## src/rtl/led_drive_gen.sv

```systemverilog
// led_drive_gen: registered LED pad drive with OFF / ON / PWM-dimmed blink / breathe fade modes.
// A shared prescaler tick paces blink and breathe; a free-running 8-bit PWM counter sets brightness.
module led_drive_gen #(
    parameter int unsigned DIV        = 12000,
    parameter int unsigned BLINK_HALF = 500
) (
    input  logic       clk,
    input  logic       rst_n,
    input  logic [1:0] mode_i,
    input  logic [7:0] level_i,
    output logic       led_o,
    output logic       tick_o
);

    // state   | meaning
    // ST_UP   | breathe ramp rising toward 255
    // ST_DOWN | breathe ramp falling toward 0
    localparam logic [0:0] ST_UP   = 1'b0;
    localparam logic [0:0] ST_DOWN = 1'b1;

    localparam logic [1:0] MODE_OFF     = 2'd0;
    localparam logic [1:0] MODE_ON      = 2'd1;
    localparam logic [1:0] MODE_BLINK   = 2'd2;
    localparam logic [1:0] MODE_BREATHE = 2'd3;

    localparam logic [15:0] PRE_LAST   = 16'(DIV - 1);
    localparam logic [9:0]  BLINK_LAST = 10'(BLINK_HALF - 1);

    logic [15:0] pre_cnt;
    logic        tick_q;
    logic [7:0]  pwm_cnt;
    logic [1:0]  mode_q;
    logic        mode_chg;

    logic [9:0]  blink_cnt;
    logic [9:0]  blink_cnt_d;
    logic        phase;
    logic        phase_d;

    logic [0:0]  state;
    logic [0:0]  state_d;
    logic [7:0]  ramp;
    logic [7:0]  ramp_d;

    logic [7:0]  duty;
    logic        pwm_on;
    logic        led_d;
    logic        led_q;

    assign mode_chg = (mode_i != mode_q);
    assign tick_o   = tick_q;
    assign led_o    = led_q;

    always_ff @(posedge clk or negedge rst_n) begin
        if (!rst_n) begin
            pre_cnt <= '0;
            tick_q  <= 1'b0;
        end else begin
            tick_q <= (pre_cnt == PRE_LAST);
            if (pre_cnt == PRE_LAST) begin
                pre_cnt <= '0;
            end else begin
                pre_cnt <= pre_cnt + 16'd1;
            end
        end
    end

    // PWM and mode register run regardless of mode; only the tick consumers restart on a change.
    always_ff @(posedge clk or negedge rst_n) begin
        if (!rst_n) begin
            pwm_cnt <= '0;
            mode_q  <= MODE_OFF;
        end else begin
            pwm_cnt <= pwm_cnt + 8'd1;
            mode_q  <= mode_i;
        end
    end

    always_comb begin
        blink_cnt_d = blink_cnt;
        phase_d     = phase;
        if (mode_chg) begin
            blink_cnt_d = '0;
            phase_d     = 1'b1;
        end else if (tick_q && (mode_q == MODE_BLINK)) begin
            if (blink_cnt == BLINK_LAST) begin
                blink_cnt_d = '0;
                phase_d     = ~phase;
            end else begin
                blink_cnt_d = blink_cnt + 10'd1;
            end
        end
    end

    always_comb begin
        state_d = state;
        ramp_d  = ramp;
        if (mode_chg) begin
            state_d = ST_UP;
            ramp_d  = '0;
        end else if (tick_q && (mode_q == MODE_BREATHE)) begin
            case (state)
                ST_UP: begin
                    if (ramp == 8'hFF) begin
                        state_d = ST_DOWN;
                        ramp_d  = 8'hFE;
                    end else begin
                        ramp_d = ramp + 8'd1;
                    end
                end
                default: begin
                    if (ramp == 8'h00) begin
                        state_d = ST_UP;
                        ramp_d  = 8'h01;
                    end else begin
                        ramp_d = ramp - 8'd1;
                    end
                end
            endcase
        end
    end

    always_ff @(posedge clk or negedge rst_n) begin
        if (!rst_n) begin
            blink_cnt <= '0;
            phase     <= 1'b0;
            state     <= ST_UP;
            ramp      <= '0;
        end else begin
            blink_cnt <= blink_cnt_d;
            phase     <= phase_d;
            state     <= state_d;
            ramp      <= ramp_d;
        end
    end

    always_comb begin
        duty   = (mode_q == MODE_BLINK) ? level_i : ramp;
        pwm_on = (pwm_cnt < duty);
        led_d  = 1'b0;
        case (mode_q)
            MODE_OFF:   led_d = 1'b0;
            MODE_ON:    led_d = 1'b1;
            MODE_BLINK: led_d = phase & pwm_on;
            default:    led_d = pwm_on;
        endcase
    end

    // Registered so the pad sees no combinational path from any input.
    always_ff @(posedge clk or negedge rst_n) begin
        if (!rst_n) begin
            led_q <= 1'b0;
        end else begin
            led_q <= led_d;
        end
    end

endmodule
```

## config.mk

```make
export PLATFORM = sky130hd
export DESIGN_NAME = led_drive_gen
export DESIGN_NICKNAME = d
export VERILOG_FILES = /design/src/rtl/led_drive_gen.sv
export SDC_FILE = /design/constraint.sdc
export NUM_CORES = 1
export LEC_CHECK = 0
export CORE_AREA = 2 2 70 139
export DETAILED_ROUTE_END_ITERATION = 16
export DIE_AREA = 0 0 72 141
export PLACE_DENSITY_LB_ADDON = 0.3
export SYNTH_ARGS = -nofsm -noshare
export SYNTH_HDL_FRONTEND = slang
export SYNTH_SLANG_ARGS = --single-unit
```

## constraint.sdc

```tcl
create_clock -name clk -period 4.4 [get_ports clk]
set_clock_uncertainty 0.2 [all_clocks]
set_input_delay 0.88 -clock clk [delete_from_list [all_inputs] [get_ports clk]]
set_output_delay 0.88 -clock clk [all_outputs]
set_load 0.02 [all_outputs]
```

### Yosys cells after proc, flatten, opt, wreduce, memory -nomap -nowiden

Index checks and enable logic that the tools add are counted.

* bitwise operators: 2
* reductions and logical operators: 8
* equal/unequal tests: 7
* add/sub/neg operators: 5
* muxes and demuxes: 19
* magnitude comparators: 1

Operators with widths (number)
* 2-to-1 mux 8 bit: 6
* 2-to-1 mux 10 bit: 3
* adder 16 x 1 -> 16 bit, second input constant: 1
* adder 8 x 1 -> 8 bit, second input constant: 2
* == test 16 x 14 -> 1 bit, second input constant: 1
* 2-to-1 mux 16 bit: 1
* adder 10 x 1 -> 10 bit, second input constant: 1
* == test 10 x 9 -> 1 bit, second input constant: 1
* == test 8 bit, second input constant: 1
* zero test 8 bit: 1
* less-than comparator 8 bit: 1
* 2-to-1 mux 1 bit: 8
* subtractor 8 x 1 -> 8 bit, second input constant: 1
* nonzero test 2 bit: 3
* == test 2 bit, second input constant: 2
* case mux 1 bit (3 select lines): 1
* == test 2 x 1 -> 1 bit, second input constant: 1
* logical AND 1 bit: 2
* zero test 2 bit: 1
* inequality test 2 bit: 1
* AND reduction 2 bit: 1
* AND 1 bit: 1
* NOT 1 bit: 1

* flip-flop bits (word level): 48
* word-level logic and storage cells: 51
* output and inout bits: 2

### Longest topological paths before layout

Gate-level depths: netlist of the first run.

* depth after elaboration: 5
* gate-level depth with buffers: 11

### Worst setup path before layout of the first run

No wires, ideal clock.

* kind: register to register
* start point: reg mode_q[1]
* end point: reg led_q, in the netlist led_o
* period minus slack after synthesis: 2475 ps
* library setup time: 77 ps
* cell stages (with the launch flop): 11
* data arrival time: 2198 ps
* path buffers: 2
* setup slack: 1925 ps
* cells stage by stage: dfrtp_1 buf_2 nor2b_1 clkbuf_1 mux2i_1 ha_1 a21o_1 a21o_1 a21oi_1 o31ai_1 a21oi_1

* cells in the longest elaborated chain, start to end: 5
* elaborated cells on any way between the ends: 7
* those cells by class: order compare: 1; eq/ne: 2; mux: 2; bitwise: 1; reduce/logical: 1

RTL lines
* start: declaration: RTL line 32 `logic [1:0] mode_q;`
* start signal: assignment: RTL line 75 `mode_q <= mode_i;`
* == test 2 bit: RTL line 138, 141
* 2-to-1 mux 8 bit: RTL line 138 `duty = (mode_q == MODE_BLINK) ? level_i : ramp;`
* less-than comparator 8 bit: RTL line 139 `pwm_on = (pwm_cnt < duty);`
* AND 1 bit: RTL line 144 `MODE_BLINK: led_d = phase & pwm_on;`
* case mux 1 bit (3 select lines) (*): RTL line 141 `case (mode_q)`
* net led_d: RTL line 47 `logic led_d;`
* end signal: assignment: RTL line 154 `led_q <= led_d;`
* end: declaration: RTL line 48 `logic led_q;`

Mark *: on every way through the listed nets, which the timed path passes. The rest lies on a longest branch.
A chain may end at the register's enable or synchronous reset.

### Worst setup path after layout of the first run

* start point: in mode_i[0]
* end point: reg ramp[2]

* cells in the longest elaborated chain, start to end: 2
* elaborated cells on any way between the ends: 3
* those cells by class: eq/ne: 1; mux: 1; reduce/logical: 1

RTL lines
* start: declaration: RTL line 9 `input logic [1:0] mode_i,`
* inequality test 2 bit (*): RTL line 50 `assign mode_chg = (mode_i != mode_q);`
* 2-to-1 mux 8 bit or nonzero test 2 bit (tied branches)
* end signal: assignment: RTL line 133 `ramp <= ramp_d;`
* end: declaration: RTL line 42 `logic [7:0] ramp;`

Mark *: on every way between the ends. The rest lies on a longest branch, timed or not.

==> run metrics, run 1 <==
outcome finished, final reports clean; placed inst area 2980 um^2; Synth top area share 43.3%; IO Pins 14; Tot Pwr 0.000885 W; Nets 320; number of cells on the critical path 6; ANT cells 0; launch point of the worst hold path pre_cnt[15]$_DFF_PN0_; cell with the most instances after synthesis dfrtp_1; first-pass GRT wire length 9970 um; Initial DRT Pass Iterations 4; Routed Antenna Nets 0; maximum VDD drop 183 uV; Routed WL per cell 14.1 um; dominant cell type by area after synthesis dfrtp_1; clock-pin transition on the worst setup and hold timing paths 0.07 ns; Least-Margin Pin Slew 1.08 ns; CTS Hold Bufs 0; Worst Hold Class reg2reg; Finished Cell Area 3140 um^2; CTS tree done; Clk Latency, worst-skew pair 0.28 ns; Cell Area, Synth 2770 um^2; post-synth cell types 50; crit path to ramp[2]$_DFFE_PN0P_; post-layout util 34.1%; sequential share of the synthesized area 43.3%; Top delay family on crit path simple AND/OR/NAND/NOR gates; H-tree depth 2; syn nets 308; GRT Residual Overflow 0; pwr dens 282 nW/um^2; Setup TNS 0 ns; row count 50; Worst Setup Start Kind primary input; crit end category register; clock sinks 48; Syn Area/Cell 9.80 um^2; Synth top cells by count dfrtp_1, nor2_1, xor2_1; crit-path max FO 12; Setup Buffers After CTS 0; Critical Path Max Stage Delay 0.52 ns; core area 9200 um^2; crit path DAT 2.68 ns; die width 72 um; Primary FF master, synth dfrtp_1; worst hold slack 0.280 ns; GRT Overall Usage 12.0%; die area 10200 um^2; Max Clk Rate 376 MHz; clk buf depth 2; P&R area growth vs syn 13.1%; ys async rst share 100%; Ys Warns 0; starting density of the core 30.1%; RR Endpoint led_o$_DFF_PN0_; WP data required 4.43 ns; final wirelength 5640 um; Leak Pwr 1.35 nW; RSZ-0062 raised after global routing false; CTS Root Cell clkbuf_16; Slowest cell on crit path clkdlybuf4s50_1; min Tclk post-route 2.66 ns; Post-synth EDFFs 0; Pins Over Slew Limit 0; initial DRC count 104; CP Class in2reg; cts repair resizes 0; Synth Instances 283; Die Span Y 141 um; CP bufs+invs 1; hpwl dp 4060 um; Yosys reg bits 48; start of the worst register-to-register path mode_q[1]$_DFF_PN0_; layout cells sized above 1 6.42%; Final Cycle Share 60.4%; Critical Path, Cell by Cell clkdlybuf4s50_1, and2_1, and4_1, nand2_2, a2111oi_0, a221o_1; Hold Vio Cnt, Final 0; Max Cap Violations 0; RD Place Congestion 0.843; R2R cell count 9; Via Count 2101; vias in the first global route 2153; I/O Buffers 13; largest net degree at the start of global routing 49; Slew HR 28.1%; Via density 5.25; CP startpoint mode_i[0]; initial antenna violation count 0; Area contributors post-synth dfrtp_1, xor2_1, ha_1; cts bufs inserted 5; worst reg2reg setup slack 1.99 ns; DRC 0; final setup vio count 0
==> per-stage QoR <==
step,instances,setup WS [ns]
floorplan,283,1.93
global placement,392,1.55
detailed placement,392,1.47
CTS,400,1.77
global route,400,1.54
finish,400,1.74
==> placed cells by master, fill, tap and decap left out, types with 3 or more instances in the layout <==
| master | Yosys | routed |
|---|---|---|
| dfrtp_1 | 48 | 48 |
| nor2_1 | 27 | 27 |
| xor2_1 | 21 | 21 |
| nand2_1 | 19 | 19 |
| nand3_1 | 17 | 17 |
| nand4_1 | 13 | 13 |
| xnor2_1 | 13 | 13 |
| ha_1 | 13 | 13 |
| a21oi_1 | 12 | 12 |
| clkdlybuf4s50_1 | 0 | 12 |
| and3_1 | 9 | 9 |
| o21ai_0 | 9 | 9 |
| inv_1 | 7 | 7 |
| nor3_1 | 6 | 6 |
| and4_1 | 5 | 5 |
| mux2i_1 | 5 | 5 |
| clkbuf_16 | 0 | 5 |
| a21o_1 | 4 | 4 |
| o31ai_1 | 3 | 3 |
| o21bai_1 | 3 | 3 |
==> worst min-delay path by stage <==
| stage | endpoint | slack [ns] | cells past startpoint |
|---|---|---|---|
| final | pre_cnt[15]$_DFF_PN0_ | 0.28 | 1 |
| after floorplan | pre_cnt[0]$_DFF_PN0_ | 0.24 | 1 |
| after CTS | pre_cnt[15]$_DFF_PN0_ | 0.28 | 1 |
| after detailed placement | pre_cnt[15]$_DFF_PN0_ | 0.26 | 1 |
| after global placement | pre_cnt[15]$_DFF_PN0_ | 0.27 | 1 |
| after global routing | pre_cnt[15]$_DFF_PN0_ | 0.31 | 1 |
==> power by group <==
group | internal (W) | leakage, nW | total, W | switching [W]
clock network | 0.000227 | 0.0772 | 0.000393 | 0.000166
logic | 0.0000193 | 0.643 | 0.0000472 | 0.0000279
registers | 0.000443 | 0.630 | 0.000445 | 0.00000200
==> layer usage <==
| layer | vias up | wire length, um | GRT usage, % |
|---|---|---|---|
| met5 | - | 0 | 0 |
| met1 | 1019 | 2600 | 15.4 |
| li1 | 1038 | - | - |
| met3 | 9 | 160 | 1.79 |
| met4 | 0 | 97 | 4.57 |
| met2 | 35 | 2780 | 20.1 |
==> logic make-up after synthesis <==
| kind of cell | after synthesis | synth area share, % |
|---|---|---|
| AOI/OAI and AO/OA | 47 | 11.1 |
| and+or+nand+nor | 118 | 23.6 |
| adders and majority gates | 13 | 5.87 |
| buffers and inverters | 17 | 3.11 |
| DFF | 48 | 43.3 |
| xor gates and xnor gates | 34 | 10.7 |
| muxes | 6 | 2.21 |
==> final cells by class <==
| type | count | area [um^2] |
|---|---|---|
| clock inverters | 2 | 13.8 |
| flip-flops and latches | 48 | 1200 |
| clock buffers | 6 | 139 |
| fillers | 913 | 6060 |
| multi-input cells | 218 | 1490 |
| inverters | 7 | 26.3 |
| repair buffers | 15 | 140 |
| well taps | 104 | 130 |
==> flip-flops by register name, indices dropped and copies added, names as in the netlist <==
register,cells
ramp,8
pwm_cnt,8
state,1
pre_cnt,16
led_o,1
tick_o,1
blink_cnt,10
mode_q,2
phase,1
(Power assumes the default switching activity.)
==> run 2: changes to the inputs <==
==> constraint.sdc (replaced) <==
create_clock -name clk -period 2.7 [get_ports clk]
set_clock_uncertainty 0.2 [all_clocks]
set_input_delay 0.54 -clock clk [delete_from_list [all_inputs] [get_ports clk]]
set_output_delay 0.54 -clock clk [all_outputs]
set_load 0.02 [all_outputs]
==> run 2 against run 1 <==
Against the previous run:
- routed wire length up 7.9%
- non-clock buffer count up 7
- combinational power up 79%
- critical path type unchanged
- largest power group unchanged
- highest routed layer unchanged
==> run metrics, run 2 (synthesized netlist as in run 1, its figures left out) <==
largest reg by FF count pre_cnt; Max Clk Rate 429 MHz; Fillers 937; cts bufs inserted 5; clock sinks 48; starting density of the core 30.1%; row count 50; post-layout util 34.7%; biggest regs pre_cnt: 16 flops, blink_cnt: 10 flops; CP Class in2reg; crit end category register; die area 10200 um^2; Setup WS pre-CTS 0.0991 ns; CTS Root Cell clkbuf_16; GRT Residual Overflow 0; pwr dens 455 nW/um^2; Routed Antenna Nets 0; final wirelength 6090 um; Die Span Y 141 um; Sequential Area 1200 um^2; Initial DRT Pass Iterations 4; Max Cap Violations 0; largest net degree at the start of global routing 20; crit path DAT 2.36 ns; most common cell after layout, fill and taps aside dfrtp_1; Hold Vio Cnt, Final 0; first-pass GRT wire length 10600 um; Tot Pwr 0.00145 W; layout cells sized above 1 8.58%; Slowest cell on crit path clkdlybuf4s50_1; Critical Path Max Stage Delay 0.51 ns; outcome finished, final reports clean; Clk pwr share 44.2%; vias in the first global route 2253; P&R area growth vs syn 15.0%; area occupied by multi-input gates 1490 um^2; Pint 0.00113 W; clk buf depth 2; CTS tree done; die width 72 um; Nets 327; maximum VDD drop 320 uV; final setup vio count 0; RSZ-0062 raised after global routing false; IO Pins 14; Setup TNS 0 ns; H-tree depth 2; PnR worst setup slack 0.369 ns; Final Cycle Share 86.3%; initial antenna violation count 0; Leak Pwr 1.38 nW; min Tclk post-route 2.33 ns; clock-pin transition on the worst setup and hold timing paths 0.07 ns; Routed WL per cell 15.0 um; ANT cells 0; Setup Buffers After CTS 0; Via density 5.36; RD Place Congestion 0.882; cts repair resizes 0; Worst Setup Start Kind primary input; Clk Latency, worst-skew pair 0.29 ns; net switching power 0.000322 W; power share of the combinational group 5.8%; R2R cell count 9; Pins Over Slew Limit 0; worst hold slack 0.00471 ns; Least-Margin Pin Slew 0.686 ns; I/O Buffers 13; hpwl dp 4490 um; core area 9200 um^2; Worst Hold Class in2async; DRC 0; sequential power share 49.9%; max reg flops 16; Via Count 2182; switching share of power 22.2%; GRT Overall Usage 13.0%; initial DRC count 146; commonest non-fill, non-tap cells in the layout dfrtp_1, nor2_1, xor2_1; Critical Path, Cell by Cell clkdlybuf4s50_1, and2_1, and4_1, nand2_2, a2111oi_0, a221o_1; Slew HR 54.0%; WP data required 2.73 ns; crit-path max FO 12; CTS Hold Bufs 0
==> run 2: cell count changes in the layout (fill, tap and decap cells not counted) <==
cell   previous run  this run
buf_4             2         9
==> run 2: worst max-delay path: cells and delay by family <==
| kind | cells | cell delay, ns |
|---|---|---|
| buffers and inverters | 1 | 0.51 |
| AOI/OAI and AO/OA | 2 | 0.64 |
| and+or+nand+nor | 3 | 0.67 |
==> run 2: power by group through the flow <==
stage	Combinational, W	Sequential [W]	Clock (W)
after detailed placement	0.0000862	0.000737	0
after global placement	0.0000832	0.000737	0
after floorplan	0.0000341	0.000739	0
after CTS	0.0000864	0.000723	0.000671
after global routing	0.0000944	0.000723	0.000693
final	0.0000843	0.000724	0.000641
==> run 2: per-layer routing <==
metal | share of wire [%] | global-route usage, %
met1 | 45 | 17.3
met2 | 50 | 20.8
met3 | 3.9 | 2.79
met4 | 0.90 | 4.07
met5 | 0 | 0
==> run 2: path summary, 6_finish.rpt <==
path                                  startpoint                    end  slack, ns
max                                    mode_i[0]    ramp[2]$_DFFE_PN0P_       0.37
min                                        rst_n    ramp[2]$_DFFE_PN0P_      0.005
max reg2reg                  mode_q[0]$_DFF_PN0_        led_o$_DFF_PN0_       0.41
min reg2reg                pre_cnt[15]$_DFF_PN0_  pre_cnt[15]$_DFF_PN0_       0.28
max in group asynchronous                  rst_n    mode_q[1]$_DFF_PN0_       1.70
min in group clk           pre_cnt[15]$_DFF_PN0_  pre_cnt[15]$_DFF_PN0_       0.28
==> run 2: final cells by class <==
type | count | area share (%)
Inverter | 7 | 0.824
Tap cell | 104 | 4.08
Sequential cell | 48 | 37.7
Timing Repair Buffer | 22 | 6.04
Clock inverter | 2 | 0.432
Clock buffer | 6 | 4.36
Multi-Input combinational cell | 218 | 46.6
==> run 2: stage by stage <==
stage	cell area (um^2)	cells
finish	3190	407
global route	3190	407
CTS	3190	407
detailed placement	3040	399
global placement	3040	399
floorplan	2770	283
